$ cat src/rtl/vslide_pkg.sv
// Shared types and helpers for the vslide_seq element-slide engine.
package vslide_pkg;

  typedef enum logic [1:0] {
    SEW8  = 2'b00,
    SEW16 = 2'b01,
    SEW32 = 2'b10
  } sew_e;

  typedef enum logic [1:0] {
    IDLE = 2'b00,
    RUN  = 2'b01,
    DONE = 2'b10
  } state_e;

  function automatic int num_elems(input int vlen, input sew_e sew);
    case (sew)
      SEW16:   return vlen / 16;
      SEW32:   return vlen / 32;
      default: return vlen / 8;
    endcase
  endfunction

endpackage

$ cat src/rtl/vslide_elem_sel.sv
// Combinational element access at a given SEW: reads element rd_idx of src
// and returns dst with element wr_idx replaced by wr_data (truncated to SEW).
module vslide_elem_sel
  import vslide_pkg::*;
#(
  parameter int VLEN  = 128,
  parameter int IDX_W = 5
) (
  input  logic [1:0]       sew,
  input  logic [VLEN-1:0]  src,
  input  logic [IDX_W-1:0] rd_idx,
  output logic [31:0]      rd_data,
  input  logic [VLEN-1:0]  dst,
  input  logic [IDX_W-1:0] wr_idx,
  input  logic [31:0]      wr_data,
  output logic [VLEN-1:0]  wr_vec
);

  logic [31:0]     ones;
  logic [31:0]     ew;
  logic [31:0]     rd_sh;
  logic [31:0]     wr_sh;
  logic [VLEN-1:0] emask;

  always_comb begin
    ones = 32'h0000_00ff;
    ew   = 32'd8;
    case (sew_e'(sew))
      SEW16: begin ones = 32'h0000_ffff; ew = 32'd16; end
      SEW32: begin ones = 32'hffff_ffff; ew = 32'd32; end
      default: begin ones = 32'h0000_00ff; ew = 32'd8; end
    endcase
    // Indices past the register shift everything out and read as zero.
    rd_sh   = 32'(rd_idx) * ew;
    wr_sh   = 32'(wr_idx) * ew;
    rd_data = 32'(src >> rd_sh) & ones;
    emask   = VLEN'(ones) << wr_sh;
    wr_vec  = (dst & ~emask) | (VLEN'(wr_data & ones) << wr_sh);
  end

endmodule

$ cat src/rtl/vslide_seq.sv
// Multi-cycle vslideup/vslidedown engine, one element per cycle.
// Optional macro VSLIDE1_EN adds vslide1up/vslide1down (in_slide1, in_scalar).
module vslide_seq
  import vslide_pkg::*;
#(
  parameter int VLEN     = 128,
  parameter int OFFSET_W = 32,
  parameter int VL_W     = $clog2(VLEN/8) + 1
) (
  input  logic                clk,
  input  logic                rst,
  input  logic                in_valid,
  output logic                in_ready,
  input  logic                in_slide_up,
  input  logic [1:0]          in_sew,
  input  logic [OFFSET_W-1:0] in_offset,
  input  logic [VL_W-1:0]     in_vl,
  input  logic [VLEN-1:0]     in_src,
  input  logic [VLEN-1:0]     in_old,
`ifdef VSLIDE1_EN
  input  logic                in_slide1,
  input  logic [31:0]         in_scalar,
`endif
  output logic                out_valid,
  input  logic                out_ready,
  output logic [VLEN-1:0]     out_result
);

  localparam int CW = OFFSET_W + 1;

  state_e                state;
  logic [VL_W-1:0]       idx;
  logic                  up_q;
  sew_e                  sew_q;
  logic [OFFSET_W-1:0]   off_q;
  logic [VL_W-1:0]       vl_q;
  logic [VLEN-1:0]       src_q;
  logic                  sew_illegal;
`ifdef VSLIDE1_EN
  logic                  slide1_q;
  logic [31:0]           scalar_q;
`endif

  logic [VL_W-1:0]       ne;
  logic [CW-1:0]         i_ext;
  logic [CW-1:0]         off_ext;
  logic [CW-1:0]         down_sum;
  logic [VL_W-1:0]       src_idx;
  logic [31:0]           rd_data;
  logic [31:0]           wdata;
  logic                  wen;
  logic [VLEN-1:0]       wr_vec;

  assign ne       = VL_W'(num_elems(VLEN, sew_q));
  assign i_ext    = CW'(idx);
  assign off_ext  = CW'(off_q);
  assign down_sum = i_ext + off_ext;
  assign src_idx  = up_q ? VL_W'(i_ext - off_ext) : VL_W'(down_sum);

  vslide_elem_sel #(.VLEN(VLEN), .IDX_W(VL_W)) u_sel (
    .sew     (sew_q),
    .src     (src_q),
    .rd_idx  (src_idx),
    .rd_data (rd_data),
    .dst     (out_result),
    .wr_idx  (idx),
    .wr_data (wdata),
    .wr_vec  (wr_vec)
  );

  // Element policy: tail and slide-up prefix keep old, slide-down overrun is zero.
  always_comb begin
    wen   = 1'b0;
    wdata = rd_data;
    if (idx < vl_q) begin
      if (up_q) begin
        if (i_ext >= off_ext) wen = 1'b1;
      end else begin
        wen = 1'b1;
        if (down_sum >= CW'(ne)) wdata = 32'd0;
      end
`ifdef VSLIDE1_EN
      if (slide1_q && up_q && idx == '0) begin
        wen   = 1'b1;
        wdata = scalar_q;
      end else if (slide1_q && !up_q && idx == vl_q - VL_W'(1)) begin
        wen   = 1'b1;
        wdata = scalar_q;
      end
`endif
    end
  end

  always_ff @(posedge clk or posedge rst) begin
    if (rst) begin
      state       <= IDLE;
      idx         <= '0;
      in_ready    <= 1'b1;
      out_valid   <= 1'b0;
      out_result  <= '0;
      up_q        <= 1'b0;
      sew_q       <= SEW8;
      off_q       <= '0;
      vl_q        <= '0;
      src_q       <= '0;
      sew_illegal <= 1'b0;
`ifdef VSLIDE1_EN
      slide1_q    <= 1'b0;
      scalar_q    <= '0;
`endif
    end else begin
      case (state)
        IDLE: begin
          if (in_valid && in_ready) begin
            up_q        <= in_slide_up;
            sew_q       <= (in_sew == 2'b11) ? SEW8 : sew_e'(in_sew);
            sew_illegal <= (in_sew == 2'b11);
            off_q       <= in_offset;
            vl_q        <= in_vl;
            src_q       <= in_src;
            out_result  <= in_old;
            idx         <= '0;
            in_ready    <= 1'b0;
`ifdef VSLIDE1_EN
            slide1_q    <= in_slide1;
            scalar_q    <= in_scalar;
            if (in_slide1) off_q <= OFFSET_W'(1);
`endif
            if (in_vl == '0) begin
              state     <= DONE;
              out_valid <= 1'b1;
            end else begin
              state     <= RUN;
            end
          end
        end
        RUN: begin
          if (wen) out_result <= wr_vec;
          idx <= idx + VL_W'(1);
          if (idx == ne - VL_W'(1)) begin
            state     <= DONE;
            out_valid <= 1'b1;
          end
        end
        DONE: begin
          if (out_ready) begin
            state     <= IDLE;
            out_valid <= 1'b0;
            in_ready  <= 1'b1;
          end
        end
        default: state <= IDLE;
      endcase
    end
  end

  sew_legal_chk: assert property (@(posedge clk) disable iff (rst) !sew_illegal);

endmodule

$ cat config.mk
export PLATFORM = sky130hd
export DESIGN_NAME = vslide_seq
export DESIGN_NICKNAME = d
export VERILOG_FILES = /design/src/rtl/vslide_pkg.sv /design/src/rtl/vslide_elem_sel.sv /design/src/rtl/vslide_seq.sv
export SDC_FILE = /design/constraint.sdc
export NUM_CORES = 1
export LEC_CHECK = 0
export ABC_CLOCK_PERIOD_IN_PS = 21400
export BUFFER_PORTS_ARGS = -buffer_cell sky130_fd_sc_hd__buf_2
export CORE_MARGIN = 2
export CORE_UTILIZATION = 56
export DETAILED_ROUTE_END_ITERATION = 6
export PLACE_DENSITY = 0.91
export SLEW_MARGIN = 0
export SYNTH_ARGS = -nofsm -noshare
export SYNTH_HDL_FRONTEND = slang
export SYNTH_HIERARCHICAL = 1
export SYNTH_SLANG_ARGS = --single-unit
export TNS_END_PERCENT = 20
$ cat constraint.sdc
create_clock -name clk -period 21.4 [get_ports clk]
set_clock_uncertainty 0.2 [all_clocks]
set_input_delay 3.21 -clock clk [delete_from_list [all_inputs] [get_ports clk]]
set_output_delay 3.21 -clock clk [all_outputs]
set_load 0.02 [all_outputs]
Yosys cells after proc, flatten, opt, wreduce, memory -nomap -nowiden:

Cells that the tools add are included.
W data, S select, Z words.

* word-level logic and storage cells: 79
* output and inout port bits: 130
* flip-flop bits (word level): 305

* $lt $le $gt $ge: 3
* bitwise gates (word level): 5
* add/subtract/negate cells: 4
* equality and inequality tests: 11
* $mul: 2
* reduce and logical (&&, ||, !) cells: 12
* shifts and indexed selects: 3
* multiplexer cells: 29

Operators by type and width (number)
* $mux W128: 2
* $pmux W128 S2: 1
* $and A128 B128 Y128: 1
* $not A128 Y128: 1
* $or A128 B128 Y128: 1
* $shl A128 B32 Y128: 1
* $shl A32 B32 Y128: 1
* $shr A128 B32 Y32: 1
* $mux W32: 3
* $and A32 B32 Y32: 2
* $pmux W32 S2: 1
* $add A5 B32 Y33: 1
* $ge A33 B5 Y1: 1
* $ge A5 B32 Y1: 1
* $mul A5 B6 Y11: 2
* $pmux W5 S2: 2
* $pmux W6 S2: 1
* $mux W2: 5
* $mux W5: 2
* $ne A2 B2 Y1 const B: 5
* $mux W1: 9
* $reduce_and A3 Y1: 3
* $eq A2 B2 Y1 const B: 3
* $pmux W2 S3: 1
* 15 further kinds: 18

Depth between registers and ports, before layout:

* depth after elaboration: 13
* depth in mapped cells: 32
* depth with buffers taken out: 29

By module:

Netlist, hierarchy kept.

By module, submodules not included
* vslide_seq: instances 1, area an instance 14107.3 µm², cells each 1537
* vslide_elem_sel: instances 1, area an instance 7164.4 µm², cells each 943

Least setup slack after synthesis:

No wires, ideal clock.

* path kind: reg-to-reg
* start point: reg idx[0]
* end point: reg out_result[42]
* stages on the path, launching flop included: 32
* clock period less this slack: 6.403 ns
* arrival time: 6.120 ns
* data required time: 21.117 ns
* buffers on the path: 3
* path slack: 14.997 ns
* cells stage by stage: dfrtp_1 > ha_1 > fa_1 > nor2b_1 > o31a_1 > nor2_1 > a21oi_1 > xnor2_1 > nand2_1 > fa_1 > inv_1 > ha_1 > inv_1 > fa_1 > inv_1 > ha_1 > nor4_1 > nand3b_1 > or3b_1 > clkbuf_1 > or3_1 > clkbuf_1 > o22ai_1 > a21boi_1 > nor2b_1 > a31oi_1 > or3_1 > clkbuf_1 > or2_2 > o211ai_1 > mux2i_1 > o21ai_0

* cells in the longest elaborated chain, start to end: 13
* elaborated cells on any way between the ends: 26
* those cells by class: add/sub: 2; mul: 2; order compare: 3; eq/ne: 1; shift: 3; mux: 9; bitwise: 5; reduce/logical: 1

Ends and longest elaborated chain
* from (decl): line vslide_seq.sv:32 `logic [VL_W-1:0] idx;`
* from (signal assigned): line vslide_seq.sv:139 `idx <= idx + VL_W'(1);`
* $add A5 B32 Y33 / $sub A5 B5 Y5 (equally long branches): line vslide_seq.sv:57, vslide_seq.sv:58
* $mux W5 *: line vslide_seq.sv:58 `assign src_idx = up_q ? VL_W'(i_ext - off_ext) : VL_W'(down_sum);`
* via src_idx[4]: line vslide_seq.sv:48 `logic [VL_W-1:0] src_idx;`
* $mul A5 B6 Y11 *: line vslide_elem_sel.sv:34 `rd_sh = 32'(rd_idx) * ew;`
* $shr A128 B32 Y32 *: line vslide_elem_sel.sv:36 `rd_data = 32'(src >> rd_sh) & ones;`
* $and A32 B32 Y32 *: line vslide_elem_sel.sv:36
* via rd_data[10]: line vslide_seq.sv:49 `logic [31:0] rd_data;`
* $mux W32: line vslide_seq.sv:80 `if (down_sum >= CW'(ne)) wdata = 32'd0;`
* $mux W32: line vslide_seq.sv:76 `if (up_q) begin`
* $mux W32 *: line vslide_seq.sv:75 `if (idx < vl_q) begin`
* via wdata[10]: line vslide_seq.sv:50 `logic [31:0] wdata;`
* $and A32 B32 Y32 *: line vslide_elem_sel.sv:38 `wr_vec = (dst & ~emask) | (VLEN'(wr_data & ones) << wr_sh);`
* $shl A128 B32 Y128 *: line vslide_elem_sel.sv:38
* $or A128 B128 Y128 *: line vslide_elem_sel.sv:38
* via wr_vec[42]: line vslide_seq.sv:52 `logic [VLEN-1:0] wr_vec;`
* $mux W128 *: line vslide_seq.sv:138 `if (wen) out_result <= wr_vec;`
* $pmux W128 S2 *: line vslide_seq.sv:112 `case (state)`
* to (signal assigned): line vslide_seq.sv:121 `out_result <= in_old;`
* to (signal assigned): line vslide_seq.sv:138
* to (decl): line vslide_seq.sv:26 `output logic [VLEN-1:0] out_result`

The timed path passes the listed nets; every way through them passes the cells marked *. The select of a mux whose other input is x is not followed.
A chain may end at the register's enable or synchronous reset.

Final worst setup path:

* start point: reg idx[0]
* end point: reg out_result[75]

The elaborated chain is that of the path after synthesis.

==> qor.txt <==
status = finished with violations
failing checks = capacitance limit, slew limit
DR vias = 21800
Worst Setup SP = idx[0]$_DFFE_PP0P_
CP Launch Type = flip-flop
H-Tree Level Count = 2
worst-skew pair later-pin latency = 0.56 ns
Worst setup EP type = flip-flop
core area = 37600 um2
largest net degree at the start of global routing = 187
cells after synthesis = 2480
Hold Crit Start = src_q[1]$_DFFE_PP0P_
Distinct cells, synth = 81
sequential cell area fraction in the yosys report = 35.9%
post-DR vias/cell = 6.52
die area = 39600 um2
CTS tree = yes
worst reg2reg path startpoint = idx[0]$_DFFE_PP0P_
Mean Syn Cell Area = 8.58 um2
Mapped Nets = 2848
Initial DRC Count = 2702
number of synthesized flops with an enable pin = 0
Seq. cell area = 7630 um2
share of layout cells above drive strength 1 = 21.3%
Placer Congestion = 0.999
grt ovf = 0
Worst-Margin Slew = 1.53 ns
antenna cells = 0
fmax = 122 MHz
register bit total from synthesis = 305
cts hold-fix bufs = 0
first-pass GRT wire length = 123 mm
Setup WS post-layout = 13.20 ns
WP data required = 21.65 ns
Resize count post-CTS = 0
setup violators final = 0
pre-CTS WS = 13.29 ns
CTS max path bufs = 3
Nets = 3171
R2R cell count = 26
GR Util All Layers = 40.8%
clk slew on worst S/H paths = 0.06 ns
DRC = 0
Total Routed Length = 82.2 mm
Post-DP HPWL = 60.0 mm
R2R Setup Slk = 13.20 ns
Mapped Area = 21300 um2
post-layout min period = 8.20 ns
IO buf count = 429
Setup TNS = 0 ns
maximum vdd drop = 0.0915 mV
worst-path maximum fanout = 26
top_reg_cell synth = dfrtp_1
Setup CP Type = flip-flop to flip-flop
fin. max-slew vios = 8
total setup buffers inserted after CTS = 0
Num CTS Buffers = 34
Rel. slew slack = -5.09%
capture point of the critical path = out_result[75]$_DFFE_PP0P_
ys async rst share = 100%
area occupied by multi-input gates = 12700 um2
RSZ-0062 raised after global routing = false
r2r endpoint = out_result[75]$_DFFE_PP0P_
io pins = 430
WL per Instance = 24.6 um
ratio of final minimum period to clock period = 38.3%
Die X = 199 um
Area Growth Syn to Fin = 16.4%
cell area power density = 134 nW/um2
WP data arrival = 8.45 ns
post-route ant nets = 0
row count = 71
Synth Warn # = 6
max cap viols = 1
chip height = 199 um
DRT Pass-1 Iters = 6
fillers = 3038
Hold Path Class = flip-flop to flip-flop
Starting Density = 56.6%
number of global-route vias before repair = 20800
final hold violation count = 0
CTS Sinks = 305
Lkg Pwr = 12.5 nW
clk root buf = clkbuf_16
initial antenna violation count = 1
==> state kept, by name (all words and copies together), names as in the netlist, 2 cells and up <==
signal / count
idx: 5
src_q: 128
sew_q: 2
off_q: 32
vl_q: 5
state: 2
out_result: 128
==> power by group <==
group / switching (mW) / total (mW) / internal (mW)
sequential: 0.157 / 0.871 / 0.714
combinational: 1.16 / 1.83 / 0.674
clock: 0.247 / 0.613 / 0.366
==> worst min path at each step <==
| stage | end | slack, ns | cells after the start |
|---|---|---|---|
| floorplan | src_q[0]$_DFFE_PP0P_ | 0.24 | 2 |
| global placement | src_q[5]$_DFFE_PP0P_ | 0.27 | 2 |
| detailed placement | src_q[1]$_DFFE_PP0P_ | 0.27 | 2 |
| CTS | src_q[1]$_DFFE_PP0P_ | 0.29 | 2 |
| global route | src_q[2]$_DFFE_PP0P_ | 0.32 | 2 |
| finish | src_q[1]$_DFFE_PP0P_ | 0.29 | 2 |
==> cell usage in the layout (no fill, tap or decap), types with 12 or more instances in the layout <==
cell,instances
nand3_1,46
nor2b_1,34
ha_1,59
nand4_1,21
a2bb2oi_1,12
a221o_1,38
o21ai_0,206
nor2_1,65
clkbuf_16,37
mux4_2,48
mux2i_1,203
buf_2,429
o2bb2ai_1,12
inv_1,65
buf_4,23
dfrtp_1,304
o221ai_1,38
o22ai_1,13
a211oi_1,30
nand2_1,728
and3_1,21
a22o_1,24
nor3_1,22
a21boi_1,28
a21oi_1,45
and2_1,33
==> per-stage QoR <==
stage	hold slack [ns]	utilization, %	cells	cell area [um2]	power, mW
4_1_cts	0.286	65.9	3338	24800	3.27
5_1_grt	0.318	65.9	3339	24800	3.49
6_report	0.290	65.9	3339	24800	3.32
3_5_place_dp	0.271	62.8	3277	23600	2.65
2_1_floorplan	0.240	-	2480	21300	2.14
3_3_place_gp	0.266	62.8	3277	23600	2.61
==> cells in the mapped netlist (7+ instances only) <==
cell type / number / area (um2)
nor4_1: 11 / 68.8
mux2_2: 9 / 101
a221o_1: 38 / 380
ha_1: 60 / 751
and3_1: 21 / 131
nand4_1: 21 / 131
a221oi_1: 11 / 96.3
mux2i_1: 203 / 2030
nand2b_1: 12 / 75.1
nor3_1: 23 / 115
a21oi_1: 45 / 225
o22ai_1: 13 / 81.3
a31oi_1: 8 / 50.1
xor2_1: 8 / 70.1
nand2_1: 729 / 2740
buf_1: 11 / 41.3
mux4_2: 48 / 1080
or3_1: 9 / 56.3
inv_1: 67 / 251
fa_1: 8 / 160
a21o_1: 11 / 82.6
o21ai_0: 206 / 1030
nand3_1: 46 / 230
nor2b_1: 35 / 219
dfrtp_1: 304 / 7610
xnor2_1: 11 / 96.3
a211oi_1: 30 / 225
clkbuf_1: 119 / 447
a2bb2oi_1: 12 / 105
nor2_1: 65 / 244
nand3b_1: 8 / 60.1
a22o_1: 24 / 210
o221ai_1: 38 / 333
a211o_1: 11 / 96.3
o2bb2ai_1: 12 / 105
a21boi_1: 27 / 203
a311oi_1: 10 / 87.6
a22oi_1: 7 / 52.6
buf_2: 27 / 135
and2_1: 33 / 206
==> cells by family after synthesis <==
kind of cell	share of synthesized area, %
AND/OR/NAND/NOR	21.5
XOR/XNOR	0.859
adder cells (fa/ha/maj)	4.28
flip-flops	35.9
multiplexers	15.1
AO/OA/AOI/OAI	17.8
buffers and inverters	4.52
==> worst max-delay path, stage by stage, from the launching register on <==
cell and delay (ns):
dfrtp_1 0.72, ha_1 0.42, fa_1 0.43, nor2b_1 0.17, o31a_1 0.29, nor2_1 0.11
a21oi_1 0.06, xnor2_1 0.22, nand2_1 0.12, fa_1 0.44, inv_1 0.07, ha_1 0.16
inv_1 0.05, fa_1 0.48, inv_1 0.04, ha_1 0.27, nor4_1 0.16, nand3b_1 0.16
or3b_1 0.56, a311oi_1 0.32, a21boi_1 0.98, nand3_1 0.13, o21ai_0 0.12, nand3_1 0.61
o221ai_1 0.52, mux2i_1 0.11, o21ai_0 0.16
==> per-layer routing <==
| metal | vias up | GRT usage, % | wire length [um] |
|---|---|---|---|
| met4 | 2 | 25.8 | 5670 |
| li1 | 9495 | - | - |
| met5 | - | 0 | 13 |
| met3 | 351 | 8.66 | 8900 |
| met2 | 1559 | 63.1 | 37000 |
| met1 | 10400 | 52.3 | 30600 |
==> cell type report <==
class / instances / share of cell area, %
multi-input cells: 1940 / 51.4
inverters: 68 / 1.06
flip-flops and latches: 305 / 30.8
well taps: 511 / 2.58
repair buffers: 454 / 9.49
clock inverters: 12 / 0.591
clock buffers: 49 / 4.08
Note: power is estimated with default switching activity, not from simulation.
